[src/rtl/ram_dump_tx.sv]
// Reads RAM addresses 0..NUM_WORDS-1 in order and sends each byte as an 8N1 UART frame.
// Every output is registered; the comb blocks produce the next values of the registers.
module ram_dump_tx #(
  parameter int CLKS_PER_BIT = 434,
  parameter int ADDR_W       = 4,
  parameter int NUM_WORDS    = 16
) (
  input  logic              clock,
  input  logic              clear,
  input  logic              start,
  output logic [ADDR_W-1:0] mem_addr,
  input  logic [7:0]        mem_data,
  output logic              tx,
  output logic              busy,
  output logic              done
);

  localparam int TW = $clog2(CLKS_PER_BIT);
  localparam logic [TW-1:0]     BIT_LAST  = TW'(CLKS_PER_BIT - 1);
  localparam logic [ADDR_W-1:0] ADDR_LAST = ADDR_W'(NUM_WORDS - 1);

  typedef enum logic [2:0] {IDLE, ADDR, LOAD, START, DATA, STOP} state_t;

  state_t            state, state_next;
  logic [TW-1:0]     timer, timer_next;
  logic [2:0]        bit_idx, bit_idx_next;
  logic [7:0]        shreg, shreg_next;
  logic [ADDR_W-1:0] addr_next;
  logic              tx_next, busy_next, done_next;
  logic              bit_end;

  assign bit_end = (timer == BIT_LAST);

  always_ff @(posedge clock) begin
    if (!clear) begin
      state    <= IDLE;
      timer    <= '0;
      bit_idx  <= '0;
      shreg    <= '0;
      mem_addr <= '0;
      tx       <= 1'b1;
      busy     <= 1'b0;
      done     <= 1'b0;
    end else begin
      state    <= state_next;
      timer    <= timer_next;
      bit_idx  <= bit_idx_next;
      shreg    <= shreg_next;
      mem_addr <= addr_next;
      tx       <= tx_next;
      busy     <= busy_next;
      done     <= done_next;
    end
  end

  always_comb begin
    state_next = state;
    case (state)
      IDLE:    if (start) state_next = ADDR;
      ADDR:    state_next = LOAD;
      LOAD:    state_next = START;
      START:   if (bit_end) state_next = DATA;
      DATA:    if (bit_end && bit_idx == 3'd7) state_next = STOP;
      STOP:    if (bit_end) state_next = (mem_addr == ADDR_LAST) ? IDLE : ADDR;
      default: state_next = IDLE;
    endcase
  end

  always_comb begin
    timer_next   = '0;
    bit_idx_next = bit_idx;
    shreg_next   = shreg;
    addr_next    = mem_addr;
    busy_next    = (state_next != IDLE);
    done_next    = (state == STOP) && (state_next == IDLE);

    // Timer restarts on every state entry and at each bit boundary inside DATA.
    if ((state == START || state == DATA || state == STOP) && !bit_end)
      timer_next = timer + 1'b1;

    case (state)
      IDLE:  if (state_next == ADDR) addr_next = '0;
      LOAD:  shreg_next = mem_data;
      START: bit_idx_next = '0;
      DATA: begin
        if (bit_end) begin
          shreg_next   = shreg >> 1;
          bit_idx_next = bit_idx + 3'd1;
        end
      end
      STOP:  if (state_next == ADDR) addr_next = mem_addr + 1'b1;
      default: ;
    endcase

    // tx is registered, so it anticipates the shift that happens on the same edge.
    case (state_next)
      START:   tx_next = 1'b0;
      DATA:    tx_next = (state == DATA && bit_end) ? shreg[1] : shreg[0];
      default: tx_next = 1'b1;
    endcase
  end

endmodule

[config.mk]
export PLATFORM = sky130hd
export DESIGN_NAME = ram_dump_tx
export DESIGN_NICKNAME = d
export VERILOG_FILES = /design/src/rtl/ram_dump_tx.sv
export SDC_FILE = /design/constraint.sdc
export NUM_CORES = 1
export LEC_CHECK = 0
export BUFFER_PORTS_ARGS = -buffer_cell sky130_fd_sc_hd__buf_4
export CELL_PAD_IN_SITES_DETAIL_PLACEMENT = 1
export CELL_PAD_IN_SITES_GLOBAL_PLACEMENT = 1
export CORE_AREA = 5 5 68 70
export DETAILED_ROUTE_END_ITERATION = 6
export DIE_AREA = 0 0 73 75
export PLACE_DENSITY = 0.77
export SKIP_CTS_REPAIR_TIMING = 1
export SYNTH_ARGS = -nofsm -noshare
export SYNTH_HDL_FRONTEND = slang
export SYNTH_SLANG_ARGS = --single-unit
[constraint.sdc]
create_clock -name clock -period 1.5 [get_ports clock]
set_input_delay 0.3 -clock clock [delete_from_list [all_inputs] [get_ports clock]]
set_output_delay 0.3 -clock clock [all_outputs]
set_load 0.02 [all_outputs]
==> metrics, run 1 <==
Synth area leader dfxtp_1; Worst-path clk slew 0.06 ns; ys flop type dfxtp_1; critical hold path startpoint clear; Root Buffer clkbuf_8; maximum root-to-sink buffer count 2; post-DP HPWL 2750 um; # IOs 18; TritonCTS clock tree done; worst min-delay path class input pin to flop; GR Layer Usage met1 14.9%; M2 GR Usage 26.4%; critical path arrival 1.86 ns; CP Max Fanout 5; first-pass GRT wire length 6010 um; die area 5480 sq um; clk sinks 30; Max Clk Rate 607 MHz; ant diodes 0; Worst-Skew Late Latency 0.28 ns; first drt pass iteration count 4; Final min period 1.65 ns; Crit Path Class flop to flop; status finished, violations left; DRT Wirelength 3750 um; Pleak 0.844 nW; Warnings, synthesis 0; busiest grt layer met2; Worst slew margin 71.6%; largest cells by area after synthesis dfxtp_1 41%, mux2i_1 6.8%, nand2_1 5.4%, o211a_1 4.8%, nand3_1 4.4%; setup ws final -0.147 ns; CP Capture Type flop; VDD IR max 553 uV; mapped cell area 1470 sq um; cell with the most instances after synthesis dfxtp_1; post-synthesis net count 174; EDFF count, synth 0; Mapped Cells 158; Die X-Extent 73 um; Layout area overhead 33.0%; WP data required 1.72 ns; final hold viol count 0; initial core utilization 37.4%; CP Launch Point timer[1]$_SDFF_PN0_; Async SR Flop Fraction 0%; PD cells 846 nW/um^2; drt drc 0; maxcap violations 0; final net count 218; Fin Setup TNS -1.22 ns; Die Span Y 75 um; violated checks setup timing; Mean Syn Cell Area 9.27 sq um; Cell variety after synth 40; unrepaired setup endpoints after global routing yes; Num CTS Buffers 5; Avg WL per Cell 14.9 um; port buffer count 17; Site Rows 23; met3 usage 4.54%; initial antenna violation count 0; Final Cycle Share 110%; Via density 5.17; GR Overflow Total 0; Core Area 3910 sq um; Synth top cells by count 30 x dfxtp_1, 21 x nand2_1, 14 x nor2_1; Seq/Total Area, Yosys 41.0%; initial DRC count 45; Least-Margin Pin Slew 0.422 ns; CP Launch Type flop; top cell type's share of synthesized area 41.0%; Slew Limit Fails 0; total track usage 14.3%; RR Startpoint timer[1]$_SDFF_PN0_; via count 1303; largest net degree at the start of global routing 15; final setup skew 0.00965 ns; final setup fails 16; GPL Wtd Cong 0.786; layout cells sized above 1 35.1%; vias in the first global route 1350; H-Tree Level Count 2; synthesized flop and latch total 30; Final ANT Viol Nets 0; post-layout util 49.8%
[layer usage]
layer,part of all wire [%],vias up
li1,-,644
met1,42,625
met2,52,25
met3,4.1,9
met4,2.3,0
met5,0,-
[kinds of logic after synthesis]
logic type               count (synthesis)  synth area share [%]
multiplexers                            12                  8.63
AO/OA/AOI/OAI                           26                  13.3
AND/OR/NAND/NOR                         69                  24.8
adder cells (fa/ha/maj)                  5                  4.27
XOR/XNOR                                 7                  4.18
flip-flops                              30                  41.0
buffers and inverters                    9                  3.84
[stage by stage]
step,cells,hold WS (ns),area (sq um),total power [W],setup WS (ns)
CTS,249,0.307,1870,0.00165,-0.281
global placement,242,0.469,1800,0.00103,-0.108
detailed placement,242,0.497,1800,0.00104,-0.279
global route,252,0.319,1950,0.00172,-0.207
floorplan,158,0.429,1470,0.000972,-0.0397
finish,252,0.313,1950,0.00165,-0.147
[final timing paths]
kind | slack [ns] | endpoint | cells after the start
worst max-delay path | -0.15 | mem_addr[1]$_SDFFE_PN0P_ | 7
worst min-delay path | 0.31 | busy$_SDFF_PN0_ | 2
worst max register to register | -0.15 | mem_addr[1]$_SDFFE_PN0P_ | 7
worst min register to register | 0.50 | bit_idx[2]$_SDFFE_PN0P_ | 2
[critical path, stage by stage, from the launching register on]
cell and delay [ns]:
dfxtp_2 0.32, inv_2 0.06, ha_4 0.11, and4b_4 0.29, nand2_4 0.08, mux2_4 0.32, a21oi_4 0.21, mux2i_1 0.19
[flip-flops by register name, indices dropped and copies added, names as in the netlist]
| signal | cells |
|---|---|
| bit_idx | 3 |
| busy | 1 |
| done | 1 |
| mem_addr | 4 |
| shreg | 8 |
| state | 3 |
| timer | 9 |
| tx | 1 |
[where the power goes]
| part | total, W | leakage [nW] | switching, W | internal [W] |
|---|---|---|---|---|
| clock network | 0.000605 | 0.0383 | 0.000286 | 0.000319 |
| logic | 0.000188 | 0.561 | 0.0000936 | 0.0000940 |
| registers | 0.000856 | 0.245 | 0.0000279 | 0.000828 |
[cell usage in the layout, fill, tap and decap left out, types with 3 or more instances in the layout]
| cell | netlist | final |
|---|---|---|
| ha_1 | 5 | 4 |
| xnor2_1 | 4 | 4 |
| xor2_1 | 3 | 3 |
| nand2_1 | 21 | 21 |
| clkbuf_8 | 0 | 5 |
| dfxtp_2 | 0 | 4 |
| o21ai_0 | 5 | 4 |
| nor2_1 | 14 | 14 |
| buf_4 | 1 | 44 |
| mux2i_1 | 10 | 10 |
| nand3_1 | 13 | 13 |
| o211a_1 | 7 | 7 |
| dfxtp_1 | 30 | 26 |
[area by class of cell]
cell class | count | area [sq um]
clock buffer | 7 | 76.3
inverter | 1 | 3.75
timing repair buffer | 44 | 330
fill | 468 | 1970
multi-input combinational | 120 | 870
sequential | 30 | 606
tap | 50 | 62.6
Note: power is estimated with default switching activity, not from simulation.
==> run 2, diff against run 1 <==
Settings changed: CELL_PAD_IN_SITES_DETAIL_PLACEMENT 1 to 2, CELL_PAD_IN_SITES_GLOBAL_PLACEMENT 1 to 2, CORE_AREA 5 5 68 70 to 5 5 75 77, DIE_AREA 0 0 73 75 to 0 0 80 82.
==> run 2 against run 1 <==
  * Sequential power about the same
  * Register-to-register slack got worse by 0.05 ns
  * Worst setup slack got worse by 0.054 ns
  * Global-route usage increased by 0.58 points
  * The run still ends with setup timing left
  * Fmax decreased by 3.2%
  * Non-clock buffer count increased by 10
  * Die area increased by 20%
  * Utilization decreased by 7.3 points
==> metrics, run 2 (synthesized netlist as in run 1, its figures left out) <==
status finished, violations left; violated checks setup timing; Avg WL per Cell 18.0 um; PD cells 834 nW/um^2; setup ws final -0.200 ns; GPL Wtd Cong 0.818; total track usage 14.9%; most common cell after layout, fill and taps aside buf_4; WP data required 1.70 ns; R2R depth 7; critical path arrival 1.90 ns; Pleak 0.904 nW; CP Max Fanout 5; GR Overflow Total 0; Max Clk Rate 588 MHz; final setup skew 0.00810 ns; Worst slew margin 68.5%; Final min period 1.70 ns; critical hold path startpoint clear; worst reg2reg endpoint mem_addr[1]$_SDFFE_PN0P_; Die X-Extent 80 um; largest net degree at the start of global routing 16; final net count 227; final hold viol count 0; port buffer count 17; GR Layer Usage met1 14.6%; Crit Path Class flop to flop; RR Startpoint timer[1]$_SDFF_PN0_; TritonCTS clock tree done; VDD IR max 383 uV; max reg flops 9; Core Area 4940 sq um; via count 1381; CP max stage delay 0.33 ns; ant diodes 0; post-DP HPWL 3460 um; maximum root-to-sink buffer count 2; biggest regs timer x9, shreg x8, mem_addr x4; crit path cell chain inv_2, ha_4, and4b_4, nand2_4, mux2_4, a21oi_4, mux2i_1; layout cells sized above 1 40.1%; Least-Margin Pin Slew 0.468 ns; Root Buffer clkbuf_8; Hold Worst Slack 0.337 ns; die area 6560 sq um; worst min-delay path class input pin to flop; first drt pass iteration count 4; Final Cycle Share 113%; first-pass GRT wire length 7380 um; hold worst-path end mem_addr[0]$_SDFFE_PN0P_; Layout area overhead 43.3%; Worst R2R Setup Slack -0.20 ns; Via density 4.90; Worst-Skew Late Latency 0.29 ns; unrepaired setup endpoints after global routing yes; Placed Area 1860 sq um; M2 GR Usage 29.4%; largest reg by FF count timer; busiest grt layer met2; Final ANT Viol Nets 0; initial core utilization 29.6%; H-Tree Level Count 2; DRT Wirelength 5080 um; CP Launch Type flop; maxcap violations 0; drt drc 0; design area 2100 sq um; commonest non-fill, non-tap cells in the layout 51 x buf_4, 26 x dfxtp_1, 21 x nand2_1, 14 x nor2_1, 11 x nand3_1; initial DRC count 38; initial antenna violation count 0; CP max-delay cell dfxtp_2; Die Span Y 82 um; clk sinks 30; met3 usage 4.06%; hold depth 3; Worst-path clk slew 0.07 ns; # IOs 18; Num CTS Buffers 5; final setup fails 15; Place WS -0.183 ns; vias in the first global route 1498; CP Capture Type flop; Slew Limit Fails 0; Site Rows 26
==> run 2: cell count changes in the layout (fill, tap and decap cells not counted), moves of 2 or more <==
cell	before	now
nand3_1	13	11
buf_4	44	51
clkbuf_1	2	0
buf_6	0	3
==> run 2: critical path: cells and delay by family, from the launching register on <==
| kind | cells | cell delay, ns |
|---|---|---|
| buffers and inverters | 1 | 0.06 |
| AO/OA/AOI/OAI | 1 | 0.20 |
| adder cells (fa/ha/maj) | 1 | 0.11 |
| multiplexers | 2 | 0.55 |
| flip-flops | 1 | 0.33 |
| AND/OR/NAND/NOR | 2 | 0.35 |
==> run 2: layout make-up <==
cell class                 count  area, sq um
sequential                    30          606
clock buffer                   6         82.6
inverter                       1         3.75
fill                         551         2850
timing repair buffer          54          417
multi-input combinational    119          891
clock inverter                 2         12.5
tap                           70         87.6
==> run 2: routing by layer <==
layer  wire (um)  part of all wire (%)
met2        2850                    56
met5           0                     0
met1        1880                    37
met3         212                   4.2
met4         145                   2.9
==> run 2: metrics by stage <==
stage | TNS, ns | total power, W | util (%) | cells
floorplan | -0.0574 | 0.000972 | - | 158
global placement | -0.513 | 0.00105 | 37.7 | 267
detailed placement | -1.95 | 0.00106 | 37.7 | 267
CTS | -2.29 | 0.00175 | 39.6 | 275
global route | -2.80 | 0.00183 | 42.5 | 282
finish | -1.31 | 0.00175 | 42.5 | 282
==> run 2: power breakdown <==
group	leakage, nW	switching, W	internal [W]
clock network	0.0472	0.000316	0.000368
logic	0.612	0.000105	0.000103
registers	0.245	0.0000314	0.000828
==> run 2: worst max path at each step <==
stage,from,endpoint,slack (ns),cells past startpoint
3_5_place_dp,state[0]$_SDFF_PN0_,tx$_SDFF_PN1_,-0.18,4
2_1_floorplan,timer[0]$_SDFF_PN0_,mem_addr[1]$_SDFFE_PN0P_,-0.04,6
5_1_grt,timer[1]$_SDFF_PN0_,mem_addr[1]$_SDFFE_PN0P_,-0.26,7
3_3_place_gp,timer[1]$_SDFF_PN0_,mem_addr[1]$_SDFFE_PN0P_,-0.07,7
6_report,timer[1]$_SDFF_PN0_,mem_addr[1]$_SDFFE_PN0P_,-0.20,7
4_1_cts,state[0]$_SDFF_PN0_,tx$_SDFF_PN1_,-0.20,4
